$ cat src/rtl/sync_w2r_status.sv
// Read-domain synchronizer for the Gray-coded write pointer of an async FIFO.
// It also produces registered fill/empty/almost-empty status and a sticky Gray-violation flag.
module sync_w2r_status #(
  parameter int ADDRSIZE    = 4,
  parameter int SYNC_STAGES = 2,
  parameter int AE_THRESH   = 1
) (
  input  logic                rclk,
  input  logic                rrst_n,
  input  logic [ADDRSIZE:0]   wptr,
  input  logic [ADDRSIZE:0]   rptr_bin,
  input  logic                err_clr,
  output logic [ADDRSIZE:0]   rq_wptr_gray,
  output logic [ADDRSIZE:0]   rq_wptr_bin,
  output logic [ADDRSIZE:0]   rfill,
  output logic                rempty,
  output logic                ralmost_empty,
  output logic                wptr_chg,
  output logic                gray_err
);

  localparam logic [ADDRSIZE:0] AE_TH = (ADDRSIZE+1)'(AE_THRESH);
  localparam logic [ADDRSIZE:0] ONE   = {{ADDRSIZE{1'b0}}, 1'b1};

  if (SYNC_STAGES < 2) begin : g_bad_stages
    $error("sync_w2r_status: SYNC_STAGES must be at least 2");
  end

  logic [ADDRSIZE:0] sync_q [SYNC_STAGES];
  logic [ADDRSIZE:0] prev_q;
  logic [ADDRSIZE:0] fill_q,  fill_d;
  logic              empty_q, empty_d;
  logic              ae_q,    ae_d;
  logic              chg_q,   chg_d;
  logic              err_q,   err_d;
  logic [ADDRSIZE:0] diff;
  logic              violation;

  always_ff @(posedge rclk or negedge rrst_n) begin
    if (!rrst_n) begin
      for (int i = 0; i < SYNC_STAGES; i++) sync_q[i] <= '0;
    end else begin
      sync_q[0] <= wptr;
      for (int i = 1; i < SYNC_STAGES; i++) sync_q[i] <= sync_q[i-1];
    end
  end

  assign rq_wptr_gray = sync_q[SYNC_STAGES-1];

  // Binary bit i is the parity of all Gray bits at or above i.
  always_comb begin
    rq_wptr_bin = '0;
    for (int i = 0; i <= ADDRSIZE; i++) rq_wptr_bin[i] = ^(rq_wptr_gray >> i);
  end

  // More than one bit set in the step means the pointer was not captured as a Gray step.
  assign diff      = rq_wptr_gray ^ prev_q;
  assign violation = (diff & (diff - ONE)) != '0;

  always_comb begin
    fill_d  = rq_wptr_bin - rptr_bin;
    empty_d = (fill_d == '0);
    ae_d    = (fill_d <= AE_TH);
    chg_d   = (diff != '0);
    err_d   = err_q;
    if (violation)    err_d = 1'b1;
    else if (err_clr) err_d = 1'b0;
  end

  always_ff @(posedge rclk or negedge rrst_n) begin
    if (!rrst_n) begin
      prev_q  <= '0;
      fill_q  <= '0;
      empty_q <= 1'b1;
      ae_q    <= 1'b1;
      chg_q   <= 1'b0;
      err_q   <= 1'b0;
    end else begin
      prev_q  <= rq_wptr_gray;
      fill_q  <= fill_d;
      empty_q <= empty_d;
      ae_q    <= ae_d;
      chg_q   <= chg_d;
      err_q   <= err_d;
    end
  end

  assign rfill         = fill_q;
  assign rempty        = empty_q;
  assign ralmost_empty = ae_q;
  assign wptr_chg      = chg_q;
  assign gray_err      = err_q;

endmodule

$ cat config.mk
export PLATFORM = sky130hd
export DESIGN_NAME = sync_w2r_status
export DESIGN_NICKNAME = d
export VERILOG_FILES = /design/src/rtl/sync_w2r_status.sv
export SDC_FILE = /design/constraint.sdc
export NUM_CORES = 1
export LEC_CHECK = 0
export BUFFER_PORTS_ARGS = -buffer_cell sky130_fd_sc_hd__clkbuf_2
export CORE_MARGIN = 1
export CORE_UTILIZATION = 50
export DETAILED_ROUTE_END_ITERATION = 10
export PLACE_DENSITY_LB_ADDON = 0.1
export SETUP_SLACK_MARGIN = 0.2
export SYNTH_ARGS = -nofsm -noshare
export SYNTH_HDL_FRONTEND = slang
export SYNTH_SLANG_ARGS = --single-unit
$ cat constraint.sdc
create_clock -name rclk -period 7.46 [get_ports rclk]
set_clock_uncertainty 0.05 [all_clocks]
set_input_delay 2.238 -clock rclk [delete_from_list [all_inputs] [get_ports rclk]]
set_output_delay 2.238 -clock rclk [all_outputs]
set_load 0.1 [all_outputs]
==> impl_metrics.yaml <==
run_status:
  run_status: "finished clean"
floorplanning:
  core_area_um2: 1760
  dieHeight_um: 46.1
  fp-row-count: 15
  initial_core_util: 0.550
  io_pins: 32
  dieWidth_um: 46.1
  die-area_um2: 2120
routing:
  topRoutingLayerUsed: "met4"
  wl_met3_um: 49
  drc: 0
  ant_nets: 0
  drt-met1-wl_um: 498
  wirelength_um: 1300
  wl_per_cell_um: 10.4
  dr.pass1.iters: 2
  drtIter0Drc: 1
  num_vias: 582
  wl_met2_um: 732
  via_per_inst: 4.66
logic_synthesis:
  syn_area_um2: 971
  synthTopCellsByCount: "22 x dfrtp_1, 9 x xnor2_1, 6 x buf_4, 6 x inv_1"
  synth_top_area_frac: 0.567
  synth_top_area_cell: "dfrtp_1"
  synth_seq_cells: 24
  postSynthAreaPerCell_um2: 13.7
  async_reset_ff_frac: 1.00
  yosysUniqueCellTypes: 20
  yosys-top-cells-area: "dfrtp_1 57%, xnor2_1 8.1%, dfstp_2 5.4%, ha_1 5.2%, buf_4 4.6%"
  synth_edf_count: 0
  synth_nets: 89
  ys_seq_area_frac: 0.621
  syn_inst: 71
  yosys_warnings: 0
  synth.most_common_cell: "dfrtp_1"
  postSynth.topFlopCell: "dfrtp_1"
global_routing:
  antenna_found_initial: 0
  grt_pass1_vias: 491
  grt_overflow_total: 0
  grt_pass1_wl_um: 1980
  grt_max_degree: 25
  grtUsageTotal: 0.141
place:
  io_buffer_count: 31
  gp_congestion: 0.684
  dpl.hpwl_um: 1050
cts:
  clock_latency_ps: 310
  numCtsBuffers: 3
  root_buffer: "clkbuf_4"
  cts.clk_slew.worst_paths_ps: 110
  cts_hold_buf: 0
  cts_setup_buffers: 0
  cts_tree: "yes"
  cts_buffer_depth: 2
  cts_resized: 0
  clkSinkCount: 24
  htree_levels: 1
sta:
  maxSlewHeadroom: 0.632
  period_share: 0.591
  period_needed_ps: 4410
  rsz0062_at_grt: "no"
  setup_violations: 0
  finalHoldViolations: 0
  hold-worst-slack_ps: 313
  fmax_mhz: 227
  fin_setup_tns_ps: 0
  worst_pin_slew_ps: 553
  drv_slew: 0
setup_path:
  crit_path_end_kind: "output port"
  required_ps: 5170
  start_kind: "flop"
  arrival_ps: 2120
  critPathKind: "flop to output port"
  cp_max_fo: 6
  path_cells: "xor2_2 > xor2_2 > xnor2_1 > xnor2_1 > clkbuf_2"
  cp_slowest_cell: "dfrtp_1"
  slowest_delay_ps: 480
power:
  power-per-cell-area_nw_per_um2: 365
  leakagePower_nw: 0.563
  ir_drop_mv: 0.212
finish:
  fin_nets: 119
  area_growth_pct: 18.3
  diodes: 0
  seqCellArea_um2: 603
  layout-drive-gt1-share: 0.390
  nFillCells: 161
  multi_input_area_um2: 300
worst_hold_path:
  min_path_type: "flop to flop"
job:
  cap_violations: 0
==> cell type report <==
cell class / instances / share of cell area
flip-flops and latches: 24 / 0.525
multi-input cells: 35 / 0.261
repair buffers: 31 / 0.135
clock buffers: 4 / 0.0316
well taps: 25 / 0.0272
inverters: 6 / 0.0196
==> cells in the final DEF (no fill, tap or decap) <==
master	n
xor2_1	3
dfstp_2	2
dfrtp_1	22
a21o_1	1
fa_1	1
clkbuf_2	31
o211ai_1	1
xnor2_1	9
o221ai_1	1
a21oi_1	2
nand3b_1	1
inv_1	6
nor2_1	2
a21boi_0	1
nor4b_1	1
xor2_2	2
nand2_1	4
ha_1	4
clkbuf_8	1
nor4_1	1
clkbuf_4	3
nand2b_1	1
==> worst paths after layout <==
| kind | from | to | slack [ps] | cells after the start |
|---|---|---|---|---|
| max reg2reg | rq_wptr_gray[4] | rempty | 4610 | 11 |
| max in group asynchronous | rrst_n | rempty | 5150 | 1 |
| min in group asynchronous | rrst_n | rfill[1] | 1840 | 1 |
| min | sync_q[9] | rq_wptr_gray[4] | 310 | 0 |
| max | rq_wptr_gray[4] | rq_wptr_bin[0] | 3050 | 5 |
| min reg2reg | sync_q[9] | rq_wptr_gray[4] | 310 | 0 |
==> sequential cells by signal, indices dropped and copies added (netlist names) <==
signal and count:
rfill 5, rempty 1, gray_err 1, rq_wptr_gray 5, prev_q 5, sync_q 5, wptr_chg 1, ralmost_empty 1
==> cell families (layout without fill, tap and decap cells) <==
kind of cell,Yosys count,in the layout,synth area share
flip-flops,24,24,0.621
XOR/XNOR,14,14,0.142
buffers and inverters,12,41,0.0696
AND/OR/NAND/NOR,10,10,0.0528
AO/OA/AOI/OAI,6,6,0.0425
adder cells (fa/ha/maj),5,5,0.0722
==> through the flow <==
step	utilization	instance area, um2	instances	setup WS (ps)	total power [mW]
global placement	0.630	1110	121	3390	0.357
finish	0.651	1150	125	3050	0.419
CTS	0.651	1150	125	3000	0.424
global route	0.651	1150	125	2920	0.438
floorplan	-	971	71	801	0.330
detailed placement	0.630	1110	121	3370	0.358
==> per-layer routing <==
| layer | GRT usage | vias up |
|---|---|---|
| li1 | - | 278 |
| met1 | 0.146 | 283 |
| met2 | 0.259 | 19 |
| met3 | 0.0353 | 2 |
| met4 | 0.0706 | 0 |
| met5 | 0 | - |
==> critical path, delay by kind of cell, from the launching register on <==
family                 cells  cell delay (ps)
XOR/XNOR                   4              870
buffers and inverters      1              470
flip-flops                 1              480
==> where the power goes <==
group / internal, mW / switching [mW] / total, mW
Clock: 0.0298 / 0.0353 / 0.0651
Sequential: 0.147 / 0.00606 / 0.153
Combinational: 0.0319 / 0.169 / 0.200
Power figures use the tool's default switching activity.
